<file path="src/rtl/sensor_scanner.sv">
// Polls NUM_SENSORS sensors over a shared req/ack bus, range-checks and times out each reading,
// and publishes a coherent snapshot once per sweep.
module sensor_scanner #(
  parameter int unsigned NUM_SENSORS = 5,
  parameter int unsigned DATA_W      = 8,
  parameter int unsigned SCAN_PERIOD = 1000,
  parameter int unsigned TIMEOUT     = 16,
  parameter int unsigned MAX_VALID   = 120
) (
  input  logic                          clk_i,
  input  logic                          rst_n_i,
  output logic                          sensor_req_o,
  output logic [NUM_SENSORS-1:0]        sensor_sel_o,
  input  logic                          sensor_ack_i,
  input  logic [DATA_W-1:0]             sensor_data_i,
  output logic [NUM_SENSORS*DATA_W-1:0] sensors_data_o,
  output logic [NUM_SENSORS-1:0]        sensors_en_o,
  output logic                          frame_valid_o,
  output logic                          busy_o
);

  localparam int unsigned IdxW = (NUM_SENSORS > 1) ? $clog2(NUM_SENSORS) : 1;
  localparam int unsigned TmoW = $clog2(TIMEOUT + 1);
  localparam int unsigned PerW = $clog2(SCAN_PERIOD + 1);

  localparam logic [IdxW-1:0] LastIdx = IdxW'(NUM_SENSORS - 1);
  localparam logic [TmoW-1:0] TmoLast = TmoW'(TIMEOUT - 1);
  localparam logic [PerW-1:0] PerLast = PerW'(SCAN_PERIOD - 1);

  typedef enum logic [1:0] {
    StIdle,
    StAcq,
    StNext,
    StCommit
  } state_e;

  state_e                              state_q, state_d;
  logic [IdxW-1:0]                     idx_q, idx_d;
  logic [TmoW-1:0]                     tmo_q, tmo_d;
  logic [PerW-1:0]                     period_q, period_d;
  logic [NUM_SENSORS-1:0][DATA_W-1:0]  shadow_data_q, shadow_data_d;
  logic [NUM_SENSORS-1:0]              shadow_en_q, shadow_en_d;
  logic [NUM_SENSORS*DATA_W-1:0]       snap_data_q, snap_data_d;
  logic [NUM_SENSORS-1:0]              snap_en_q, snap_en_d;
  logic                                frame_valid_q, frame_valid_d;
  logic                                reading_ok;

  assign reading_ok = (32'(sensor_data_i) <= MAX_VALID);

  always_comb begin
    state_d       = state_q;
    idx_d         = idx_q;
    tmo_d         = tmo_q;
    period_d      = '0;  // only IDLE counts; leaving IDLE clears it
    shadow_data_d = shadow_data_q;
    shadow_en_d   = shadow_en_q;
    snap_data_d   = snap_data_q;
    snap_en_d     = snap_en_q;
    frame_valid_d = 1'b0;

    unique case (state_q)
      StIdle: begin
        if (period_q == PerLast) begin
          idx_d   = '0;
          state_d = StAcq;
        end else begin
          period_d = period_q + 1'b1;
        end
      end

      StAcq: begin
        // An ack in the final timeout cycle still delivers its reading.
        if (sensor_ack_i) begin
          shadow_data_d[idx_q] = reading_ok ? sensor_data_i : '0;
          shadow_en_d[idx_q]   = reading_ok;
          state_d              = StNext;
        end else if (tmo_q == TmoLast) begin
          shadow_data_d[idx_q] = '0;
          shadow_en_d[idx_q]   = 1'b0;
          state_d              = StNext;
        end else begin
          tmo_d = tmo_q + 1'b1;
        end
      end

      StNext: begin
        tmo_d = '0;
        if (idx_q == LastIdx) begin
          state_d = StCommit;
        end else begin
          idx_d   = idx_q + 1'b1;
          state_d = StAcq;
        end
      end

      StCommit: begin
        snap_data_d   = shadow_data_q;
        snap_en_d     = shadow_en_q;
        frame_valid_d = 1'b1;
        state_d       = StIdle;
      end

      default: state_d = StIdle;
    endcase
  end

  always_ff @(posedge clk_i or negedge rst_n_i) begin
    if (!rst_n_i) begin
      state_q       <= StIdle;
      idx_q         <= '0;
      tmo_q         <= '0;
      period_q      <= '0;
      shadow_data_q <= '0;
      shadow_en_q   <= '0;
      snap_data_q   <= '0;
      snap_en_q     <= '0;
      frame_valid_q <= 1'b0;
    end else begin
      state_q       <= state_d;
      idx_q         <= idx_d;
      tmo_q         <= tmo_d;
      period_q      <= period_d;
      shadow_data_q <= shadow_data_d;
      shadow_en_q   <= shadow_en_d;
      snap_data_q   <= snap_data_d;
      snap_en_q     <= snap_en_d;
      frame_valid_q <= frame_valid_d;
    end
  end

  assign sensor_req_o   = (state_q == StAcq);
  assign sensor_sel_o   = sensor_req_o ? (NUM_SENSORS'(1) << idx_q) : '0;
  assign busy_o         = (state_q != StIdle);
  assign sensors_data_o = snap_data_q;
  assign sensors_en_o   = snap_en_q;
  assign frame_valid_o  = frame_valid_q;

endmodule

</file>
<file path="config.mk">
export PLATFORM = sky130hd
export DESIGN_NAME = sensor_scanner
export DESIGN_NICKNAME = d
export VERILOG_FILES = /design/src/rtl/sensor_scanner.sv
export SDC_FILE = /design/constraint.sdc
export NUM_CORES = 1
export LEC_CHECK = 0
export ABC_CLOCK_PERIOD_IN_PS = 2350
export BUFFER_PORTS_ARGS = -buffer_cell sky130_fd_sc_hd__buf_2
export CELL_PAD_IN_SITES_DETAIL_PLACEMENT = 1
export CELL_PAD_IN_SITES_GLOBAL_PLACEMENT = 2
export CORE_MARGIN = 4
export CORE_UTILIZATION = 35
export CTS_CLUSTER_DIAMETER = 60
export DETAILED_ROUTE_END_ITERATION = 6
export PLACE_DENSITY_LB_ADDON = 0.1
export SETUP_SLACK_MARGIN = 0.05
export SLEW_MARGIN = 20
export SYNTH_ARGS = -nofsm -noshare
export SYNTH_HDL_FRONTEND = slang
export SYNTH_SLANG_ARGS = --single-unit
</file>
<file path="constraint.sdc">
create_clock -name clk_i -period 2.35 [get_ports clk_i]
set_input_delay 0 -clock clk_i [delete_from_list [all_inputs] [get_ports clk_i]]
set_output_delay 0 -clock clk_i [all_outputs]
set_load 0.05 [all_outputs]
</file>
### Yosys cells after proc, flatten, opt, wreduce, memory -nomap -nowiden

Index checks and enable logic that the tools add are counted.

* register bits after elaboration: 111
* logic and storage cells: 71
* output and inout port bits: 53

* magnitude comparators: 3
* add/sub/neg operators: 3
* muxes and demuxes: 26
* shifts and indexed selects: 1
* bitwise operators: 4
* eq/ne operators: 11
* reductions and logical operators: 10

Operator list (number)
* 2-to-1 mux 40 bit: 2
* bitwise AND 40 bit: 1
* bitwise mux 40 bit: 1
* inverter 40 bit: 1
* 2-to-1 mux 5 bit: 5
* demux 8 bit (select 3 bit): 1
* 2-to-1 mux 10 bit: 2
* 2-to-1 mux 8 bit: 2
* adder 10 x 1 -> 10 bit, second input constant: 1
* == test 10 bit, second input constant: 1
* one-hot mux 5 bit (2 select lines): 1
* less-or-equal comparator 8 x 7 -> 1 bit, second input constant: 1
* 2-to-1 mux 2 bit: 4
* inequality test 2 bit, second input constant: 4
* one-hot mux 2 bit (4 select lines): 1
* nonzero test 2 bit: 4
* 2-to-1 mux 3 bit: 2
* one-hot mux 3 bit (2 select lines): 1
* AND reduction 3 bit: 2
* adder 5 x 1 -> 5 bit, second input constant: 1
* bitwise AND 5 bit: 1
* bitwise mux 5 bit: 1
* == test 5 x 4 -> 1 bit, second input constant: 1
* inverter 5 bit: 1
* other kinds (13): 16

### Longest topological paths before layout

Gate-level depths: netlist of the first run.

* depth in word-level cells: 8
* depth in mapped cells: 7
* depth with buffers taken out: 7

### Least setup slack after synthesis of the first run

Ideal clock, no wire load.

* path kind: flip-flop to flip-flop
* from: reg state_q[1]
* to: reg shadow_data_q[10] (netlist bit)
* clock period less this slack: 2.017 ns
* slack: 0.333 ns
* buffers on the path: 0
* arrival: 1.951 ns
* stages on the path, launching flop included: 7
* path through: dfrtp_1 inv_1 ha_1 nor3b_2 nand3b_2 nor2_2 a22o_1

* word-level cells in the longest chain between the ends: 2

RTL lines
* from (decl): RTL line 37 `state_e state_q, state_d;`
* from (signal assigned): RTL line 109 `state_q <= StIdle;`
* from (signal assigned): RTL line 119 `state_q <= state_d;`
* == test 2 x 1 -> 1 bit
* net sensor_req_o: RTL line 12 `output logic sensor_req_o,`
* AND reduction 2 bit (no line)
* to (signal assigned): RTL line 123 `shadow_data_q <= shadow_data_d;`
* to (decl): RTL line 41 `logic [NUM_SENSORS-1:0][DATA_W-1:0] shadow_data_q, shadow_data_d;`

The timed path passes the listed nets, and every way through them passes these cells.
A chain may end at the register's enable or synchronous reset.

### Worst setup path after layout of the first run

* from: reg tmo_q[0]
* to: reg shadow_data_q[37] (netlist bit)

* word-level cells in the longest chain between the ends: 3

RTL lines
* from (decl): RTL line 39 `logic [TmoW-1:0] tmo_q, tmo_d;`
* from (signal assigned): RTL line 121 `tmo_q <= tmo_d;`
* == test 5 x 4 -> 1 bit: RTL line 77 `end else if (tmo_q == TmoLast) begin`
* nonzero test 2 bit (no line)
* AND reduction 2 bit (no line)

Every way passes these cells.

==> flow_metrics.py, run 1 <==
metrics = {
    "worst_setup_path": {
        "slowest_stage": "dfrtp_1",
        "reg2reg_depth": 7,
        "path_depth": 7,
        "critPathMaxStageDelay_ns": 0.39,
        "crit_path_start_kind": "flip-flop",
        "crit_family": "simple AND/OR/NAND/NOR gates",
        "cp_cell_sequence": "ha_1 > and3_1 > ha_1 > o21ba_2 > nand4_2 > nor2_4 > a22o_1",
        "crit_type": "reg -> reg",
        "required_ns": 2.63,
        "worst_ep_arrival_time_ns": 2.27,
        "critPathBufInv": 0,
        "crit_top_cell": "ha_1",
        "worst_setup_path_end_kind": "flip-flop",
        "cp_max_fo": 10,
    },
    "synthesis": {
        "yosysSeqAreaShare": 0.618,
        "synthMuxAreaShare": 0.115,
        "synthesis.area_um2": 4500,
        "synth_xor_area_frac": 0.0136,
        "async_flop_share": 1.00,
        "synth-adder-area-share": 0.0334,
        "synth_cell_types": 46,
        "ys.flop_type": "dfrtp_1",
        "synthSimpleGateAreaFrac": 0.0935,
        "syn_avg_cell_area_um2": 14.0,
        "synth_compound_area_frac": 0.112,
        "synth_cells": 321,
        "ys_ff_latch": 111,
        "synth_edf_count": 0,
        "syn_nets": 344,
        "yosys_warnings": 0,
        "synth_top_family_by_area": "multiplexers",
    },
    "clocking": {
        "ctsResizeCount": 0,
        "htreeDepth": 3,
        "cts_tree": "built",
        "cts.reportedPaths.clkPinSlew_ns": 0.07,
        "clock_latency_ns": 0.35,
        "cts.sinks": 111,
        "clock_path_buffers": 2,
        "postCtsSetupBuffers": 0,
        "cts_root_buffer": "clkbuf_16",
        "ctsHoldBuffers": 1,
        "numCtsBuffers": 9,
    },
    "grt": {
        "grt_max_degree": 112,
        "gr-total-overflow": 0,
        "grt_first_pass_wirelength_um": 16200,
        "antenna_found_initial": 0,
        "grt_pass1_vias": 2973,
        "grt_usage": 0.144,
    },
    "timing": {
        "max_freq_ghz": 0.503,
        "fin_crit_sh": 0.846,
        "final-setup-viol-count": 0,
        "hold_viol": 0,
        "period_minus_slack_ns": 1.99,
        "worstMarginPinSlew_ns": 0.606,
        "setup_tns_ns": 0,
        "holdWs_ns": 0.0146,
        "rsz0062_at_grt": "no",
        "skew_ns": 0.00837,
        "fin_ws_ns": 0.363,
        "slew_viol_final": 0,
        "relSlewSlack": 0.596,
    },
    "finish": {
        "final_area_um2": 5350,
        "multiInputGateArea_um2": 1660,
        "area_delta_synth_final_pct": 18.9,
        "drive_gt1_frac": 0.364,
        "final_cells": 570,
        "final_nets": 417,
        "utilization": 0.424,
        "nFillCells": 1362,
        "final_cell_mix": "111 x dfrtp_1, 62 x buf_2, 46 x mux2_2, 36 x a22o_1, 12 x nor2_1",
        "seq_area_um2": 2780,
        "final_common_cell": "dfrtp_1",
        "diodes": 0,
    },
    "power": {
        "total_power_mw": 3.42,
        "seqPwrFrac": 0.558,
        "p_comb_frac": 0.023,
        "power_switching_uw": 727,
        "power.leakage_nw": 2.81,
        "p_clk_frac": 0.419,
        "p_sw_frac": 0.213,
        "p_int_mw": 2.69,
        "powerDensity_nw_per_um2": 640,
        "peakVddDrop_mv": 0.289,
    },
    "routing": {
        "num_vias": 2826,
        "wl_per_cell_um": 17.3,
        "first_iter_violations": 140,
        "postRouteAntennaNets": 0,
        "drc": 0,
        "drt-pass1-iter-count": 4,
        "totalWireLength_um": 9850,
        "via_per_inst": 4.96,
    },
    "place": {
        "dpl.hpwl_um": 6640,
        "pre_cts_slack_ns": 0.348,
        "portBuffers": 63,
        "place_area_um2": 5060,
        "gp_congestion": 0.720,
        "place_inst": 554,
    },
    "die": {
        "num_io_pins": 64,
        "coreArea_um2": 12600,
        "die_area_um2": 14700,
        "initial_core_util": 0.356,
        "die_h_um": 121,
        "fp.dieW_um": 121,
        "core.rowCount": 41,
    },
    "outcome": {
        "outcome": "completed",
    },
    "min_path": {
        "hp-class": "in -> reg",
        "holdPathStages": 2,
    },
    "job": {
        "maxCapViolCount": 0,
    },
}
[synthesized netlist by cell type (2+ instances only)]
library cell / n / area (um^2)
dfrtp_1: 111 / 2780
mux2_2: 46 / 518
a22o_1: 36 / 315
ha_1: 12 / 150
nor2_1: 12 / 45.0
and2_1: 11 / 68.8
nand2_1: 10 / 37.5
inv_1: 8 / 30.0
and3_1: 7 / 43.8
a21o_1: 6 / 45.0
nor3_1: 5 / 25.0
o21ai_0: 5 / 25.0
xnor2_1: 5 / 43.8
buf_2: 4 / 20.0
nand3_1: 4 / 20.0
nor2_2: 3 / 18.8
a21oi_1: 2 / 10.0
a31oi_1: 2 / 12.5
clkbuf_1: 2 / 7.51
nand4_2: 2 / 25.0
nor2_4: 2 / 22.5
xor2_1: 2 / 17.5
[worst register-to-register path, stage by stage, from the launching register on]
cell	delay (ns)
dfrtp_1	0.39
ha_1	0.20
and3_1	0.16
ha_1	0.18
o21ba_2	0.19
nand4_2	0.33
nor2_4	0.31
a22o_1	0.17
[per-layer routing]
layer	share of wire	up-vias	global-route usage
li1	-	1310	-
met1	0.47	1459	0.199
met2	0.48	45	0.222
met3	0.030	12	0.0224
met4	0.019	0	0.0672
met5	0	-	0
[power by group through the flow]
stage / clock, mW / combinational [mW] / sequential [mW]
2_1_floorplan: 0 / 0.00788 / 1.95
3_3_place_gp: 0 / 0.0802 / 1.95
3_5_place_dp: 0 / 0.0807 / 1.95
4_1_cts: 1.49 / 0.0824 / 1.91
5_1_grt: 1.56 / 0.0885 / 1.91
6_report: 1.44 / 0.0772 / 1.91
[flip-flops by register name (all words and copies together), names as in the netlist]
| register | cells |
|---|---|
| sensors_data_o | 40 |
| shadow_data_q | 40 |
| period_q | 10 |
| sensors_en_o | 5 |
| shadow_en_q | 5 |
| tmo_q | 5 |
| idx_q | 3 |
| state_q | 2 |
| frame_valid_o | 1 |
[final cells by class]
class | count | area share
inverter | 8 | 0.00562
clock inverter | 3 | 0.00351
clock buffer | 12 | 0.0480
tap | 172 | 0.0403
sequential | 111 | 0.520
timing repair buffer | 69 | 0.0730
multi-input combinational | 195 | 0.310
[kinds of logic (layout without fill, tap and decap cells)]
kind of cell / Yosys count / count (layout)
flops: 111 / 111
simple gates: 69 / 69
compound gates: 61 / 61
mux: 46 / 46
buf+inv: 15 / 92
fa+ha+maj: 12 / 12
xor+xnor: 7 / 7
[worst paths after layout]
path / start / to / slack [ns]
worst min register to register: period_q[0] / period_q[0] / 0.47
worst max register to register: tmo_q[0] / shadow_data_q[37] / 0.36
worst min-delay path: sensor_data_i[6] / shadow_data_q[14] / 0.01
worst max-delay path: tmo_q[0] / shadow_data_q[37] / 0.36
max in group asynchronous: rst_n_i / idx_q[2] / 1.62
min in group asynchronous: rst_n_i / sensors_data_o[16] / 0.27
Note: power is estimated with default switching activity, not from simulation.
==> run 2: changes to the inputs <==
Settings changed: ABC_CLOCK_PERIOD_IN_PS 2350 to 1800.
Clock period 2.35 ns to 1.8 ns, I/O delays scaled along.
==> run 2 against run 1 <==
  * Critical endpoint is now shadow_data_q[38]
  * Register-to-register slack worse by 0.30 ns
  * Setup slack got worse by 0.30 ns
  * Cell area up 7.7%
  * Global-route usage increased by 0.60 points
  * Via count up 2.8%
  * Sequential share of layout area fell by 3.7 points
  * Cell count up 4.7%
==> flow_metrics.py, run 2 (synthesis gave the netlist of run 1 again) <==
metrics = {
    "worst_setup_path": {
        "slowest_stage": "dfrtp_1",
        "critPathMaxStageDelay_ns": 0.39,
        "required_ns": 2.04,
        "cp_max_fo": 8,
        "worst_setup_path_end_kind": "flip-flop",
        "setup.worst_path.end": "shadow_data_q[38]",
        "rrSetupSlack_ns": 0.07,
        "reg2reg_depth": 7,
        "cp_cell_sequence": "ha_1 > and3_4 > ha_4 > o21ba_4 > nand4_4 > nor2_4 > a22o_1",
        "rr_startpoint": "tmo_q[0]",
        "worstReg2RegEnd": "shadow_data_q[38]",
        "worstSetupStartpoint": "tmo_q[0]",
        "crit_type": "reg -> reg",
        "worst_ep_arrival_time_ns": 1.98,
        "crit_path_start_kind": "flip-flop",
    },
    "grt": {
        "antenna_found_initial": 0,
        "grt_first_pass_wirelength_um": 16800,
        "grt_usage": 0.150,
        "grt_max_degree": 46,
        "grt_pass1_vias": 3062,
        "gr-total-overflow": 0,
    },
    "timing": {
        "max_freq_ghz": 0.576,
        "final-setup-viol-count": 0,
        "worstMarginPinSlew_ns": 0.617,
        "fin_crit_sh": 0.964,
        "hold_viol": 0,
        "period_minus_slack_ns": 1.73,
        "skew_ns": 0.00567,
        "rsz0062_at_grt": "yes",
        "slew_viol_final": 0,
        "holdWs_ns": 0.0110,
        "relSlewSlack": 0.589,
    },
    "finish": {
        "diodes": 0,
        "final_cell_mix": "109 x dfrtp_1, 59 x buf_2, 46 x mux2_2, 36 x a22o_1, 29 x buf_4",
        "area_delta_synth_final_pct": 28.0,
        "final_nets": 444,
        "final_common_cell": "dfrtp_1",
        "drive_gt1_frac": 0.435,
    },
    "place": {
        "gp_congestion": 0.710,
        "dpl.hpwl_um": 7210,
        "portBuffers": 63,
    },
    "die": {
        "die_h_um": 121,
        "core.rowCount": 41,
        "coreArea_um2": 12600,
        "num_io_pins": 64,
        "die_area_um2": 14700,
        "initial_core_util": 0.356,
        "fp.dieW_um": 121,
    },
    "power": {
        "power.leakage_nw": 3.02,
        "total_power_mw": 4.63,
        "peakVddDrop_mv": 0.373,
        "powerDensity_nw_per_um2": 804,
    },
    "clocking": {
        "numCtsBuffers": 9,
        "cts_root_buffer": "clkbuf_16",
        "cts.sinks": 111,
        "clock_latency_ns": 0.35,
        "cts_tree": "built",
        "cts.reportedPaths.clkPinSlew_ns": 0.07,
        "clock_path_buffers": 2,
        "htreeDepth": 3,
    },
    "outcome": {
        "outcome": "completed",
    },
    "routing": {
        "drt-pass1-iter-count": 4,
        "wl_per_cell_um": 17.4,
        "postRouteAntennaNets": 0,
        "first_iter_violations": 149,
        "totalWireLength_um": 10400,
        "via_per_inst": 4.86,
        "drc": 0,
        "num_vias": 2904,
    },
    "min_path": {
        "holdPathStages": 2,
        "hp-class": "in -> reg",
    },
    "job": {
        "maxCapViolCount": 0,
    },
}
## run 2: cell count changes in the layout (fill, tap and decap cells not counted), sizes merged
cell / change
clkinv: -3
buf: +27
inv: +1
clkbuf: +2
## run 2: stage by stage
stage / TNS, ns / utilization / worst slack (ns) / instances / area [um^2]
2_1_floorplan: 0 / - / 0.0501 / 321 / 4510
3_3_place_gp: -0.227 / 0.414 / -0.0326 / 573 / 5230
3_5_place_dp: -1.72 / 0.414 / -0.147 / 573 / 5230
4_1_cts: 0 / 0.448 / 0.0263 / 592 / 5650
5_1_grt: 0 / 0.456 / 0.00922 / 597 / 5760
6_report: 0 / 0.456 / 0.0653 / 597 / 5760
## run 2: cell type report
class                      instances  area, um^2
sequential                       111        2780
timing repair buffer              96         637
clock inverter                     1        8.76
inverter                           8        30.0
fill                            1339        6860
clock buffer                      14         294
tap                              172         215
multi-input combinational        195        1790
## run 2: what timing repair did
item,4_1_cts,5_1_grt
pin swaps,7,2
setup endpoints to repair,40,40
buffers inserted,3,5
gates resized for setup,17,16
hold buffers,1,0
endpoints found under the hold margin,41,0
## run 2: metal layers
metal,part of all wire,vias up,GRT usage,wire length (um)
met5,0,-,0,0
li1,-,1360,-,-
met1,0.47,1485,0.202,4910
met3,0.032,13,0.0266,330
met2,0.47,46,0.233,4930
met4,0.022,0,0.0735,229
## run 2: worst min path at each step
stage,from,endpoint
floorplan,rst_n_i,frame_valid_o
global placement,rst_n_i,sensors_data_o[16]
detailed placement,rst_n_i,sensors_data_o[16]
CTS,sensor_data_i[3],shadow_data_q[11]
global route,sensor_data_i[3],shadow_data_q[3]
finish,sensor_data_i[3],shadow_data_q[11]
## run 2: critical path: cells and delay by family (launching register included)
family / cells / cell delay (ns)
compound gates: 2 / 0.48
fa+ha+maj: 2 / 0.38
flops: 1 / 0.39
simple gates: 3 / 0.37
## run 2: power by group
| group | leakage [nW] | internal [mW] | switching, mW | total [mW] |
|---|---|---|---|---|
| clock network | 0.151 | 1.13 | 0.890 | 2.02 |
| logic | 1.33 | 0.0279 | 0.0885 | 0.116 |
| registers | 1.53 | 2.49 | 0 | 2.49 |
| total | 3.02 | 3.65 | 0.978 | 4.63 |
